**config.mk**
```make
export PLATFORM = sky130hd
export DESIGN_NAME = sync_fifo
export DESIGN_NICKNAME = d
export VERILOG_FILES = /design/src/rtl/sync_fifo_pkg.sv /design/src/rtl/sync_fifo_mem.sv /design/src/rtl/sync_fifo.sv
export SDC_FILE = /design/constraint.sdc
export NUM_CORES = 1
export LEC_CHECK = 0
export BUFFER_PORTS_ARGS = -buffer_cell sky130_fd_sc_hd__buf_2
export CAP_MARGIN = 0
export CELL_PAD_IN_SITES_DETAIL_PLACEMENT = 1
export CELL_PAD_IN_SITES_GLOBAL_PLACEMENT = 1
export CORE_MARGIN = 3
export CORE_UTILIZATION = 54
export CTS_CLUSTER_DIAMETER = 40
export DETAILED_ROUTE_END_ITERATION = 8
export PLACE_DENSITY = 0.81
export SYNTH_ARGS = -nofsm -noshare
export SYNTH_HDL_FRONTEND = slang
export SYNTH_HIERARCHICAL = 1
export SYNTH_SLANG_ARGS = --single-unit
```
**constraint.sdc**
```tcl
create_clock -name clk -period 3.9 [get_ports clk]
set_clock_uncertainty 0.2 [all_clocks]
set_input_delay 0.195 -clock clk [delete_from_list [all_inputs] [get_ports clk]]
set_output_delay 0.195 -clock clk [all_outputs]
set_load 0.01 [all_outputs]
```
**src/rtl/sync_fifo_pkg.sv**
```systemverilog
// Shared defaults and types for the single-clock FIFO.
package sync_fifo_pkg;

  localparam int DEFAULT_DATA_WIDTH = 16;
  localparam int DEFAULT_DEPTH      = 16;

  typedef logic [DEFAULT_DATA_WIDTH-1:0] word_t;

endpackage : sync_fifo_pkg

```
**src/rtl/sync_fifo_mem.sv**
```systemverilog
// FIFO storage: register array with a synchronous write port and a registered read port.
module sync_fifo_mem #(
  parameter int DATA_WIDTH = 16,
  parameter int DEPTH      = 16,
  parameter int ADDR_WIDTH = $clog2(DEPTH)
) (
  input  logic                  clk,
  input  logic                  rst_n,
  input  logic                  write_en,
  input  logic [ADDR_WIDTH-1:0] write_addr,
  input  logic [DATA_WIDTH-1:0] write_data,
  input  logic                  read_en,
  input  logic [ADDR_WIDTH-1:0] read_addr,
  output logic [DATA_WIDTH-1:0] read_data
);

  logic [DATA_WIDTH-1:0] mem [DEPTH];

  // NOTE: the array has no reset on purpose; stale words are unreachable once the pointers reset.
  always_ff @(posedge clk) begin
    if (write_en) mem[write_addr] <= write_data;
  end

  always_ff @(posedge clk or negedge rst_n) begin
    if (!rst_n)       read_data <= '0;
    else if (read_en) read_data <= mem[read_addr];
  end

endmodule : sync_fifo_mem

```
**src/rtl/sync_fifo.sv**
```systemverilog
// Single-clock FIFO with full/empty status.
// Define SYNC_FIFO_ERR_EN to add registered overflow_o/underflow_o error pulses.
module sync_fifo
  import sync_fifo_pkg::*;
#(
  parameter int DATA_WIDTH = DEFAULT_DATA_WIDTH,
  parameter int DEPTH      = DEFAULT_DEPTH,
  parameter int ADDR_WIDTH = $clog2(DEPTH)
) (
  input  logic                  clk,
  input  logic                  rst_n,
  input  logic                  write_en,
  input  logic                  read_en,
  input  logic [DATA_WIDTH-1:0] data_in,
  output logic [DATA_WIDTH-1:0] data_out,
  output logic                  full_o,
  output logic                  empty_o
`ifdef SYNC_FIFO_ERR_EN
  ,
  output logic                  overflow_o,
  output logic                  underflow_o
`endif
);

  localparam logic [ADDR_WIDTH:0] FULL_COUNT = (ADDR_WIDTH + 1)'(DEPTH);

  logic [ADDR_WIDTH-1:0] wr_ptr;
  logic [ADDR_WIDTH-1:0] rd_ptr;
  logic [ADDR_WIDTH:0]   count;
  logic                  wr_accept;
  logic                  rd_accept;

  assign full_o    = (count == FULL_COUNT);
  assign empty_o   = (count == '0);
  assign wr_accept = write_en & ~full_o;
  assign rd_accept = read_en & ~empty_o;

  // NOTE: sequential state uses non-blocking assignments so every register samples pre-edge values.
  always_ff @(posedge clk or negedge rst_n) begin
    if (!rst_n) begin
      wr_ptr <= '0;
      rd_ptr <= '0;
      count  <= '0;
    end else begin
      if (wr_accept) wr_ptr <= wr_ptr + 1'b1;
      if (rd_accept) rd_ptr <= rd_ptr + 1'b1;
      case ({wr_accept, rd_accept})
        2'b10:   count <= count + 1'b1;
        2'b01:   count <= count - 1'b1;
        default: count <= count;
      endcase
    end
  end

  sync_fifo_mem #(
    .DATA_WIDTH (DATA_WIDTH),
    .DEPTH      (DEPTH),
    .ADDR_WIDTH (ADDR_WIDTH)
  ) u_mem (
    .clk        (clk),
    .rst_n      (rst_n),
    .write_en   (wr_accept),
    .write_addr (wr_ptr),
    .write_data (data_in),
    .read_en    (rd_accept),
    .read_addr  (rd_ptr),
    .read_data  (data_out)
  );

`ifdef SYNC_FIFO_ERR_EN
  // Error pulses flag requests rejected at the edge, one cycle wide.
  always_ff @(posedge clk or negedge rst_n) begin
    if (!rst_n) begin
      overflow_o  <= 1'b0;
      underflow_o <= 1'b0;
    end else begin
      overflow_o  <= write_en & full_o;
      underflow_o <= read_en & empty_o;
    end
  end
`endif

endmodule : sync_fifo

```
==> reports/metrics.yaml <==
cts_setup_buffers: 0
cts_sinks: 285
finalSetupTns_ps: 0
hpwlAfterDp_um: 15800
finalHoldViolCount: 0
combPwrFrac_pct: 25.7
ys_top_cells_by_count: "256 x edfxtp_1, 56 x mux4_2, 29 x dfrtp_1, 29 x nor2_1"
numCtsBuffers: 34
gp_congestion: 0.821
yosysMostFrequentCell: "edfxtp_1"
io_pins: 38
max_slew_margin_pct: 18.9
synth_cells: 523
async_flop_share_pct: 10.2
hold_class: "in2async"
placed_area_sq_um: 11800
synth-edff-count: 256
totalWireLength_um: 26900
yosysUniqueCellTypes: 45
rr_startpoint: "count[3]"
startpoint_type: "flop"
cts_tree: "yes"
syn_nets: 550
grt_pass1_vias: 6180
fin_nets: 640
cts_resized: 0
route.detailed.drc: 0
multi_input_area_sq_um: 2640
required_ps: 4070
insertion_delay_ps: 500
worstMarginPinSlew_ps: 1220
routedWlPerCell_um: 29.6
switching_power_mw: 3.06
synth_top_cell_by_area: "edfxtp_1"
synth-main-ff-cell: "edfxtp_1"
h-tree-depth: 2
cellLeakagePower_nw: 4.42
avgSynthCellArea_sq_um: 21.5
layout-drive-gt1-share_pct: 33.2
drv_slew: 0
grt_usage_pct: 25.1
cts.clk_slew.worst_paths_ps: 60
grt_pass1_wl_um: 40400
root_buffer: "clkbuf_16"
cp_max_fo: 10
min_period_over_period_pct: 82.7
yosysWarningCount: 6
p_int_mw: 6.95
reg2reg_to: "count[4]"
fp-row-count: 52
insertedDiodeCount: 0
status: "completed"
cp-end-kind: "flop"
core_area_sq_um: 20400
synth_top_cell_area_share_pct: 68.4
peakVddDrop_mv: 0.375
rsz0062_at_grt: "no"
synthToLayoutAreaGrowth_pct: 16.8
cts_buffer_depth: 3
die_y_um: 150
cellPowerDensity_nw_per_um2: 762
p_seq_share_pct: 42.7
start_util_pct: 55.2
ys_top_cells_by_area: "edfxtp_1 68%, mux4_2 11%, dfrtp_1 6.5%"
vias_per_cell: 6.38
die-area_sq_um: 22600
power_mw: 10.0
finalInstanceArea_sq_um: 13100
dr.first_iter.drc_count: 577
die_w_um: 150
utilization_pct: 64.5
r2r_cells: 8
nFillCells: 1684
whs_ps: 102
grt_max_degree: 44
rrSetupSlack_ps: 680
vias: 5797
max_freq_ghz: 0.310
setup_viol: 0
grt_antenna_before_repair: 0
port_buffers: 37
regArea_sq_um: 8420
cts_hold_buf: 19
post-route-min-period_ps: 3220
sw_frac_of_total_pct: 30.6
path_class: "reg2reg"
netlist_area_sq_um: 11200
timing.max_cap.violations: 0
grt-ovfl-total: 0
power.clock.fraction_pct: 31.6
yosys_register_bits: 285
ys_seq_area_share_pct: 74.8
first_pass_iters: 5
cp.arrival_ps: 3400
ant_nets: 0
area by class of cell:
class / count / area share (%)
inverters: 4 / 0.114
multi-input cells: 206 / 20.1
clock inverters: 19 / 1.50
flip-flops and latches: 285 / 64.1
clock buffers: 42 / 7.19
well taps: 270 / 2.57
repair buffers: 82 / 4.44
flip-flops by register name, indices dropped and copies added, names as in the netlist:
name and count:
rd_ptr 4, u_mem/mem 256, count 5, wr_ptr 4, u_mem/read_data 16
how the worst max path moves through the flow:
stage                         from              end  slack (ps)  depth (start not counted)
after floorplan           count[4]  u_mem/mem[0][0]         680                          4
after global placement    count[3]         count[4]         790                          8
after detailed placement  count[3]         count[4]         700                          8
after CTS                 count[3]         count[4]         680                          8
after global routing      count[0]         count[4]         450                          8
final                     count[3]         count[4]         680                          8
kinds of logic (layout without fill, tap and decap cells):
logic type               count (synthesis)  count (layout)  share of synthesized area (%)
AO/OA/AOI/OAI                           47              47                           3.84
XOR/XNOR                                 8               8                          0.623
adder cells (fa/ha/maj)                  7               7                          0.845
buffers and inverters                   32             147                           2.18
flip-flops                             285             285                           74.8
multiplexers                            84              84                           14.9
AND/OR/NAND/NOR                         60              60                           2.80
routing by layer:
metal	part of all wire [%]	GRT usage, %
met1	39	34.0
met2	50	41.6
met3	7.5	4.94
met4	2.9	7.87
met5	0	0
power groups by stage:
| stage | clock [mW] | sequential (mW) | combinational (mW) |
|---|---|---|---|
| floorplan | 0 | 4.04 | 2.01 |
| global placement | 0 | 4.28 | 2.39 |
| detailed placement | 0 | 4.32 | 2.50 |
| CTS | 3.21 | 4.28 | 2.58 |
| global route | 3.34 | 4.33 | 2.75 |
| finish | 3.16 | 4.28 | 2.57 |
cells in the final DEF, fill, tap and decap left out, types with 4 or more instances in the layout:
master,netlist,layout
dlygate4sd3_1,0,19
xnor2_1,5,5
inv_1,4,4
nor3b_1,5,5
nor2_2,0,12
dfrtp_1,29,27
buf_2,8,37
clkbuf_1,4,5
a221oi_2,14,14
ha_1,6,6
buf_4,1,25
nand3_1,4,4
mux2i_1,16,16
nor3_2,0,4
a21oi_1,6,6
edfxtp_1,256,256
clkinv_2,0,4
nor2_1,29,17
mux4_2,56,56
clkbuf_16,0,37
clkinv_1,0,4
o22ai_1,16,16
mux4_1,8,8
stage by stage:
step / worst slack [ps] / std cells
floorplan: 685 / 523
global placement: 789 / 828
detailed placement: 697 / 828
CTS: 681 / 908
global route: 454 / 908
finish: 675 / 908
critical path: stages (launching register included):
cell      delay (ps)
dfrtp_1          430
or4_4            600
o21ai_4          180
inv_1             80
ha_1             310
ha_1             410
or4b_2           640
o311ai_0         120
o211ai_1         120
Power figures use the tool's default switching activity.
